===== src/rtl/stream_rr_arbiter_pkg.sv =====
// Shared types and helpers for the round-robin stream arbiter.
package stream_rr_arbiter_pkg;

    localparam int DEF_NUM_REQ   = 4;
    localparam int DEF_DATA_W    = 8;
    localparam int DEF_MAX_BURST = 4;
    localparam int SRC_W         = $clog2(DEF_NUM_REQ);

    // Upper bound on requesters supported by the priority helper.
    localparam int MAX_REQ = 8;

    typedef enum logic {
        ST_IDLE,
        ST_GRANT
    } state_t;

    typedef struct packed {
        logic       found;
        logic [2:0] idx;
    } pick_t;

    // Wrap-around priority select: first set bit of req at or above ptr,
    // wrapping to 0. Scanning offsets downward lets the smallest offset win.
    function automatic pick_t rr_pick(input logic [2:0] ptr,
                                      input logic [MAX_REQ-1:0] req,
                                      input int num);
        pick_t      p;
        logic [3:0] sum;
        logic [2:0] idx;
        p = '0;
        for (int i = MAX_REQ - 1; i >= 0; i--) begin
            if (i < num) begin
                sum = 4'(ptr) + 4'(i);
                idx = (sum >= 4'(num)) ? 3'(sum - 4'(num)) : 3'(sum);
                if (req[idx]) begin
                    p.found = 1'b1;
                    p.idx   = idx;
                end
            end
        end
        return p;
    endfunction

endpackage


===== src/rtl/stream_rr_arbiter_if.sv =====
// Requester and egress stream bundle for the round-robin arbiter.
interface stream_rr_arbiter_if
    import stream_rr_arbiter_pkg::*;
#(
    parameter int NUM_REQ = DEF_NUM_REQ,
    parameter int DATA_W  = DEF_DATA_W
);
    localparam int SEL_W = $clog2(NUM_REQ);

    logic [NUM_REQ-1:0]        req_valid_i;
    logic [NUM_REQ*DATA_W-1:0] req_data_i;
    logic [NUM_REQ-1:0]        req_last_i;
    logic [NUM_REQ-1:0]        req_ready_o;
    logic                      e_ready_i;
    logic                      e_valid_o;
    logic [DATA_W-1:0]         e_data_o;
    logic                      e_last_o;
    logic [SEL_W-1:0]          e_src_o;

    // Requesters plus egress consumer.
    modport master (
        output req_valid_i, req_data_i, req_last_i, e_ready_i,
        input  req_ready_o, e_valid_o, e_data_o, e_last_o, e_src_o
    );

    // The arbiter itself.
    modport slave (
        input  req_valid_i, req_data_i, req_last_i, e_ready_i,
        output req_ready_o, e_valid_o, e_data_o, e_last_o, e_src_o
    );
endinterface


===== src/rtl/stream_skid_stage.sv =====
// Two-entry registered skid stage: main register drives the output, the
// skid register catches one beat when the output stalls. Ready is a flop.
module stream_skid_stage #(
    parameter int W = 8
) (
    input  logic         clk,
    input  logic         reset,
    input  logic         in_valid,
    output logic         in_ready,
    input  logic [W-1:0] in_data,
    output logic         out_valid,
    input  logic         out_ready,
    output logic [W-1:0] out_data
);
    logic [W-1:0] main_q, skid_q;
    logic         main_vld, skid_vld;
    logic         push, pop;

    // Skid only fills behind a valid main entry, so skid_vld means full.
    assign in_ready  = !skid_vld;
    assign out_valid = main_vld;
    assign out_data  = main_q;
    assign push      = in_valid && !skid_vld;
    assign pop       = main_vld && out_ready;

    // Refill main from skid first to keep order; otherwise park in skid.
    always_ff @(posedge clk or posedge reset) begin
        if (reset) begin
            main_q   <= '0;
            skid_q   <= '0;
            main_vld <= 1'b0;
            skid_vld <= 1'b0;
        end else if (!main_vld || pop) begin
            if (skid_vld) begin
                main_q   <= skid_q;
                main_vld <= 1'b1;
                skid_vld <= 1'b0;
            end else begin
                main_vld <= push;
                if (push) main_q <= in_data;
            end
        end else if (push) begin
            skid_q   <= in_data;
            skid_vld <= 1'b1;
        end
    end
endmodule


===== src/rtl/stream_rr_arbiter.sv =====
// Round-robin arbiter sharing one egress stream among NUM_REQ requesters,
// holding each grant for a packet or up to MAX_BURST beats.
module stream_rr_arbiter
    import stream_rr_arbiter_pkg::*;
#(
    parameter int NUM_REQ   = DEF_NUM_REQ,
    parameter int DATA_W    = DEF_DATA_W,
    parameter int MAX_BURST = DEF_MAX_BURST
) (
    input logic               clk,
    input logic               reset,
    stream_rr_arbiter_if.slave bus
);
    localparam int SEL_W = $clog2(NUM_REQ);
    localparam int CNT_W = $clog2(MAX_BURST + 1);
    localparam int PKT_W = DATA_W + 1 + SEL_W;

    state_t             state, state_nxt;
    logic [SEL_W-1:0]   ptr, grant;
    logic [CNT_W-1:0]   cnt;
    pick_t              pick;
    logic               push_valid, push_ready, accept, rel, last_beat;
    logic [PKT_W-1:0]   push_pkt, pop_pkt;
    logic               pop_valid;

    // Priority scan from the rotating pointer.
    always_comb pick = rr_pick(3'(ptr), MAX_REQ'(bus.req_valid_i), NUM_REQ);

    assign push_valid = (state == ST_GRANT) && bus.req_valid_i[grant];
    assign accept     = push_valid && push_ready;
    assign last_beat  = bus.req_last_i[grant];
    // Release on packet end or on the beat that fills the burst budget.
    assign rel        = accept && (last_beat || cnt == CNT_W'(MAX_BURST - 1));
    assign push_pkt   = {bus.req_data_i[grant*DATA_W +: DATA_W], last_beat, grant};

    // State register.
    always_ff @(posedge clk or posedge reset) begin
        if (reset) state <= ST_IDLE;
        else       state <= state_nxt;
    end

    // Next state: arbitrate in IDLE, hold the grant until release.
    always_comb begin
        state_nxt = state;
        case (state)
            ST_IDLE:  if (pick.found) state_nxt = ST_GRANT;
            ST_GRANT: if (rel)        state_nxt = ST_IDLE;
            default:                  state_nxt = ST_IDLE;
        endcase
    end

    // Outputs: only the granted requester sees ready, gated by skid space.
    always_comb begin
        bus.req_ready_o = '0;
        if (state == ST_GRANT) bus.req_ready_o[grant] = push_ready;
    end

    // Grant, beat counter and rotating pointer.
    always_ff @(posedge clk or posedge reset) begin
        if (reset) begin
            ptr   <= '0;
            grant <= '0;
            cnt   <= '0;
        end else if (state == ST_IDLE && pick.found) begin
            grant <= SEL_W'(pick.idx);
            cnt   <= '0;
        end else if (accept) begin
            cnt <= cnt + 1'b1;
            if (rel) ptr <= (grant == SEL_W'(NUM_REQ - 1)) ? '0 : grant + 1'b1;
        end
    end

    stream_skid_stage #(.W(PKT_W)) u_skid (
        .clk       (clk),
        .reset     (reset),
        .in_valid  (push_valid),
        .in_ready  (push_ready),
        .in_data   (push_pkt),
        .out_valid (pop_valid),
        .out_ready (bus.e_ready_i),
        .out_data  (pop_pkt)
    );

    assign bus.e_valid_o = pop_valid;
    assign {bus.e_data_o, bus.e_last_o, bus.e_src_o} = pop_pkt;
endmodule


===== src/flat_wrapper.sv =====
// flat-port wrapper written by rule: the top's interface ports become plain ports
module stream_rr_arbiter_flat import stream_rr_arbiter_pkg::*;
#(
    parameter int NUM_REQ   = DEF_NUM_REQ,
    parameter int DATA_W    = DEF_DATA_W,
    parameter int MAX_BURST = DEF_MAX_BURST
)
  (clk, reset, bus_req_valid_i, bus_req_data_i, bus_req_last_i, bus_e_ready_i, bus_req_ready_o, bus_e_valid_o, bus_e_data_o, bus_e_last_o, bus_e_src_o);
  stream_rr_arbiter_if #(.NUM_REQ(NUM_REQ), .DATA_W(DATA_W)) bus_i ();
  input logic clk;
  input logic reset;
  input wire logic [$bits(bus_i.req_valid_i)-1:0] bus_req_valid_i;
  input wire logic [$bits(bus_i.req_data_i)-1:0] bus_req_data_i;
  input wire logic [$bits(bus_i.req_last_i)-1:0] bus_req_last_i;
  input wire logic [$bits(bus_i.e_ready_i)-1:0] bus_e_ready_i;
  output wire logic [$bits(bus_i.req_ready_o)-1:0] bus_req_ready_o;
  output wire logic [$bits(bus_i.e_valid_o)-1:0] bus_e_valid_o;
  output wire logic [$bits(bus_i.e_data_o)-1:0] bus_e_data_o;
  output wire logic [$bits(bus_i.e_last_o)-1:0] bus_e_last_o;
  output wire logic [$bits(bus_i.e_src_o)-1:0] bus_e_src_o;
  assign bus_i.req_valid_i = bus_req_valid_i;
  assign bus_i.req_data_i = bus_req_data_i;
  assign bus_i.req_last_i = bus_req_last_i;
  assign bus_i.e_ready_i = bus_e_ready_i;
  assign bus_req_ready_o = bus_i.req_ready_o;
  assign bus_e_valid_o = bus_i.e_valid_o;
  assign bus_e_data_o = bus_i.e_data_o;
  assign bus_e_last_o = bus_i.e_last_o;
  assign bus_e_src_o = bus_i.e_src_o;
  stream_rr_arbiter #(.NUM_REQ(NUM_REQ), .DATA_W(DATA_W), .MAX_BURST(MAX_BURST)) u_core (.clk(clk), .reset(reset), .bus(bus_i));
endmodule

===== config.mk =====
export PLATFORM = sky130hd
export DESIGN_NAME = stream_rr_arbiter_flat
export DESIGN_NICKNAME = d
export VERILOG_FILES = /design/src/rtl/stream_rr_arbiter_pkg.sv /design/src/rtl/stream_rr_arbiter_if.sv /design/src/rtl/stream_skid_stage.sv /design/src/rtl/stream_rr_arbiter.sv /design/src/flat_wrapper.sv
export SDC_FILE = /design/constraint.sdc
export NUM_CORES = 1
export LEC_CHECK = 0
export CORE_ASPECT_RATIO = 2
export CORE_MARGIN = 1
export CORE_UTILIZATION = 47
export DETAILED_ROUTE_END_ITERATION = 6
export GPL_ROUTABILITY_DRIVEN = 0
export PLACE_DENSITY = 0.8
export SYNTH_ARGS = -nofsm -noshare
export SYNTH_HDL_FRONTEND = slang
export SYNTH_SLANG_ARGS = --single-unit

===== constraint.sdc =====
create_clock -name clk -period 1.85 [get_ports clk]
set_input_delay 0.185 -clock clk [delete_from_list [all_inputs] [get_ports clk]]
set_output_delay 0.185 -clock clk [all_outputs]
set_load 0.02 [all_outputs]

# Yosys cells after proc, flatten, opt, wreduce, memory -nomap -nowiden
# Cells that the tools add are included.
[op_classes]
n_reduce_logical = 16
shift = 1
n_addsub = 9
magnitude_cmp = 10
muxes = 34
bitwise = 4
n_eq_ne = 2
[ops]
columns = ["operator", "count"]
rows = [
  ["$shiftx A32 B6 Y8", 1],
  ["$mux W11", 2],
  ["$mux W4", 5],
  ["$mux W3", 6],
  ["$lt A3 B4 Y1 const B", 4],
  ["$bmux W1 S3", 4],
  ["$ge A4 B3 Y1 const B", 3],
  ["$mux W1", 12],
  ["$sub A3 B3 Y3 const B", 3],
  ["$add A2 B2 Y3 const B", 2],
  ["$logic_and A1 B1 Y1", 6],
  ["$reduce_bool A2 Y1", 3],
  ["$and A4 B4 Y4", 1],
  ["$bmux W1 S2", 2],
  ["$reduce_and A2 Y1", 2],
  ["$add A2 B1 Y3 const B", 1],
  ["$add A3 B1 Y3 const B", 1],
  ["$eq A3 B2 Y1 const B", 1],
  ["$ge A2 B3 Y1 const B", 1],
  ["$lt A2 B3 Y1 const B", 1],
  ["$not A1 Y1", 3],
  ["$reduce_and A3 Y1", 1],
  ["$sub A2 B3 Y3 const B", 1],
  ["$add A2 B1 Y2 const B", 1],
  ["other kinds (7)", 9],
]
[word_totals]
output_inout_bits = 16
input_bits = 43
word_cells = 84
register_bits = 32

# Longest topological paths before layout
[depth]
depth_word = 12
ltp_mapped = 6

# Hierarchy
# From an unflattened synthesis, not the netlist that was laid out.
[unflattened]
cells_unflattened = 151
area_unflattened_um2 = 2050.7
[by_module_without_submodules]
columns = ["mod", "area_per_inst_um2", "n_inst", "cells_each"]
rows = [
  ["stream_skid_stage", 1137.3, 1, 69],
  ["stream_rr_arbiter", 913.4, 1, 82],
]

# Worst setup path before layout
# No wires, ideal clock.
[synth_path]
path_kind = "reg2reg"
start = "register u_core.grant[1]"
end = "register u_core.ptr[0]"
path_stages_with_launch = 6
setup_slack_ns = 0.138
required_time_ns = 1.725
synth_period_minus_slack_ns = 1.712
arrival_ns = 1.588
path_cell_list = "dfrtp_1 > mux4_2 > and2_1 > buf_6 > o21ai_4 > mux2_2"
[synth_via]
elab_chain_cells = 6
word_cells_on_any_way = 11
[synth_rtl]
columns = ["item", "line", "text"]
rows = [
  ["start: declaration", "stream_rr_arbiter.sv:19", "logic [SEL_W-1:0] ptr, grant;"],
  ["start signal: assignment", "stream_rr_arbiter.sv:65", "grant <= SEL_W'(pick.idx);"],
  ["$bmux W1 S2", "stream_rr_arbiter.sv:29", "assign push_valid = (state == ST_GRANT) && bus.req_valid_i[grant];"],
  ["$mux W1 (implied by the code)", "stream_rr_arbiter.sv:29", ""],
  ["$logic_and A1 B1 Y1", "stream_rr_arbiter.sv:29", ""],
  ["$logic_and A1 B1 Y1", "stream_rr_arbiter.sv:30", "assign accept = push_valid && push_ready;"],
  ["$logic_and A1 B1 Y1", "stream_rr_arbiter.sv:33", "assign rel = accept && (last_beat || cnt == CNT_W'(MAX_BURST - 1));"],
  ["$reduce_and A3 Y1 (no source line)", "n/a", ""],
  ["end signal: assignment", "stream_rr_arbiter.sv:69", "if (rel) ptr <= (grant == SEL_W'(NUM_REQ - 1)) ? '0 : grant + 1'b1;"],
  ["end: declaration", "stream_rr_arbiter.sv:19", ""],
]
# Parallel ways exist; a longest one is shown, timed or not. The select of a mux whose other input is x is not followed.
# A chain may end at the register's enable or synchronous reset.

# Final worst setup path
[layout_path]
start = "register u_core.grant[0]"
end = "register u_core.ptr[0]"
# The elaborated chain is that of the path after synthesis.

==> impl_metrics.csv <==
group,metric,value,unit
detailed_routing,routed_wl,4850,microns
worst_setup_path,critPathBufInv,1,
detailed_routing,viasPerCell,5.42,
floorplan,core,3880,sq um
synthesis,synth.cell_area,1910,sq um
timing,report.final.hold_viol_count,0,
cells_and_area,drive_above_1_share,0.188,
synthesis,yosys.area.top_type,"dfrtp_1",
run_status,status,"finished, final reports clean",
grt,antenna_found_initial,0,
cells_and_area,fill_cells,323,
detailed_routing,drcViolationCount,0,
grt,grt_max_degree,33,
placed_design,numPortBuffers,58,
power_and_ir_drop,pwr_density_cell,1560,nW/um^2
run,maxCapViolCount,0,
timing,worstMarginPinSlew,0.520,ns
synthesis,ys_ff_latch,32,
power_and_ir_drop,ir_drop,0.00103,V
cells_and_area,layout_commonest_cell,"clkdlybuf4s50_1",
cells_and_area,multi_input_area,1010,sq um
grt,grt_pass1_wl,7650,microns
synthesis,synth_warnings,0,
worst_setup_path,path_delay_family,"multiplexers",
synthesis,synthCells,191,
clock_network,clkLatencyLatePin,0.28,ns
worst_setup_path,path_class,"register to register",
cells_and_area,antennaDiodeCount,0,
detailed_routing,first_iter_violations,32,
cells_and_area,register_area,803,sq um
clock_network,cts_inserted_buffers,5,
cells_and_area,final_area,2700,sq um
timing,fin_skew,0.00671,ns
clock_network,cts_buffer_depth,2,
synthesis,seq_area_frac_synth,0.420,
floorplan,die-area,4330,sq um
worst_setup_path,r2r_start,"u_core.grant[0]",
synthesis,synth_nets,240,
detailed_routing,wire_per_inst,15.6,microns
placed_design,post_dp_cell_area,2590,sq um
worst_setup_path,startpoint,"u_core.grant[0]",
clock_network,htreeDepth,2,
worst_setup_path,crit_chain,"buf_4, mux4_2, o21ai_4, mux2_2",
placed_design,pre_cts_slack,-0.0907,ns
detailed_routing,firstDrtPassIters,4,
grt,grt.total_usage,0.250,
cells_and_area,nets,309,
synthesis,yosys-top-cells-area,"dfrtp_1 (42%), o21ai_0 (9.2%), mux2i_1 (6.8%), mux2_2 (6.5%), o31ai_2 (4.6%)",
synthesis,avgSynthCellArea,9.98,sq um
clock_network,root_buffer,"clkbuf_8",
timing,fin_crit,1.77,ns
clock_network,hold_buffers,0,
cells_and_area,layout_common_cells,"clkdlybuf4s50_1 (54), o21ai_0 (35), dfrtp_1 (30), nand2_1 (18), buf_4 (16)",
cells_and_area,fin_util,0.694,
worst_setup_path,critPathMaxFanout,4,
worst_setup_path,crit_path_top_delay_cell,"mux4_2",
detailed_routing,num_vias,1685,
timing,fin_ws,0.0753,ns
worst_setup_path,critPathLaunchType,"register",
placed_design,post-dp-hpwl,3700,microns
worst_setup_path,cp_data_arrival_time,1.94,ns
floorplan,die_x,47.0,microns
cells_and_area,syn_to_final_growth,41.4,%
floorplan,die_h,92.1,microns
min_path,hold_path.class,"input port to asynchronous set/reset pin",
synthesis,synth.top_cell.area_share,0.420,
timing,post-route-period-util,0.959,
floorplan,start_util,0.491,
worst_setup_path,crit_path_max_incr_delay,0.57,ns
timing,rsz0062_at_grt,"false",
power_and_ir_drop,p_leak,0.00115,uW
timing,hold_slack,0.290,ns
worst_setup_path,cp-end-kind,"register",
timing,tns,0,ns
floorplan,io_pins,59,
worst_setup_path,worst_ep_required_time,2.01,ns
clock_network,clk_pin_slew_worst_paths,0.06,ns
timing,fmax,563,MHz
synthesis,synth.distinct_cells,32,
floorplan,row_count,32,
timing,relSlewSlack,0.652,
clock_network,clock_sinks,32,
timing,drv_slew,0,
grt,grt_pass1_vias,1717,
timing,final-setup-viol-count,0,
clock_network,cts_tree,"built",
grt,overflow,0,
detailed_routing,antenna_left,0,
timing repair:
item | in CTS | in global routing
setup endpoints to repair | 4 | 0
resized for setup | 7 | 0
endpoints found under the hold margin | 0 | 0
buffers inserted | 2 | 0
tightest hold or removal path: stages:
cell	delay, ns
clkdlybuf4s50_1	0.40
inv_1	0.05
buf_4	0.36
area by class of cell:
type                       instances  share of cell area
clock inverter                     1             0.00186
tap                               51              0.0237
clock buffer                       6              0.0269
sequential                        32               0.298
inverter                           6             0.00835
multi-input combinational        140               0.376
timing repair buffer              75               0.265
path summary, 6_finish.rpt:
kind | to | slack (ns) | cells past startpoint
worst max register to register | u_core.ptr[0] | 0.08 | 4
worst max-delay path | u_core.ptr[0] | 0.08 | 4
worst min-delay path | u_core.u_skid.out_data[2] | 0.29 | 3
min in group clk | u_core.u_skid.skid_q[8] | 0.48 | 2
worst min register to register | u_core.u_skid.skid_q[8] | 0.48 | 2
max in group asynchronous | u_core.grant[0] | 1.25 | 3
sequential cells by signal (all words and copies together), names as in the netlist:
signal / flops
u_core.grant: 2
u_core.state: 1
u_core.u_skid.out_data: 11
u_core.ptr: 2
u_core.u_skid.skid_q: 11
u_core.u_skid.skid_vld: 1
u_core.u_skid.out_valid: 1
u_core.cnt: 3
through the flow:
stage          total power (uW)  instances
3_3_place_gp               3630        302
3_5_place_dp               3700        302
2_1_floorplan              2840        191
4_1_cts                    4240        311
5_1_grt                    4510        311
6_report                   4210        311
power by group:
group / internal, uW / switching, uW
sequential: 1040 / 212
clock: 255 / 241
combinational: 1180 / 1280
total: 2480 / 1740
routing by layer:
metal  GRT usage  share of wire
met1       0.251           0.34
met2       0.473           0.61
met3      0.0413          0.039
met4      0.0762          0.012
met5           0              0
synthesized netlist by cell type (all sizes together):
cell,n
nand2,18
o2111ai,1
dfrtp,32
nor4,1
o22ai,9
and2,6
mux2,11
ha,6
nand2b,3
a21oi,3
nor2,5
o21ai,36
or2,2
mux4,2
nand3,1
o31ai,8
clkbuf,5
a211oi,1
buf,8
a21boi,1
xnor2,1
mux2i,13
inv,6
nor2b,11
a21o,1
cell families (layout without fill, tap and decap cells):
family / Yosys count / after routing / share of synthesized area
adders and majority gates: 6 / 6 / 0.0394
buffers and inverters: 19 / 88 / 0.0499
xor gates and xnor gates: 1 / 1 / 0.00459
AOI/OAI and AO/OA: 60 / 60 / 0.206
and+or+nand+nor: 47 / 47 / 0.123
muxes: 26 / 26 / 0.157
DFF: 32 / 32 / 0.420
Power figures use the tool's default switching activity.
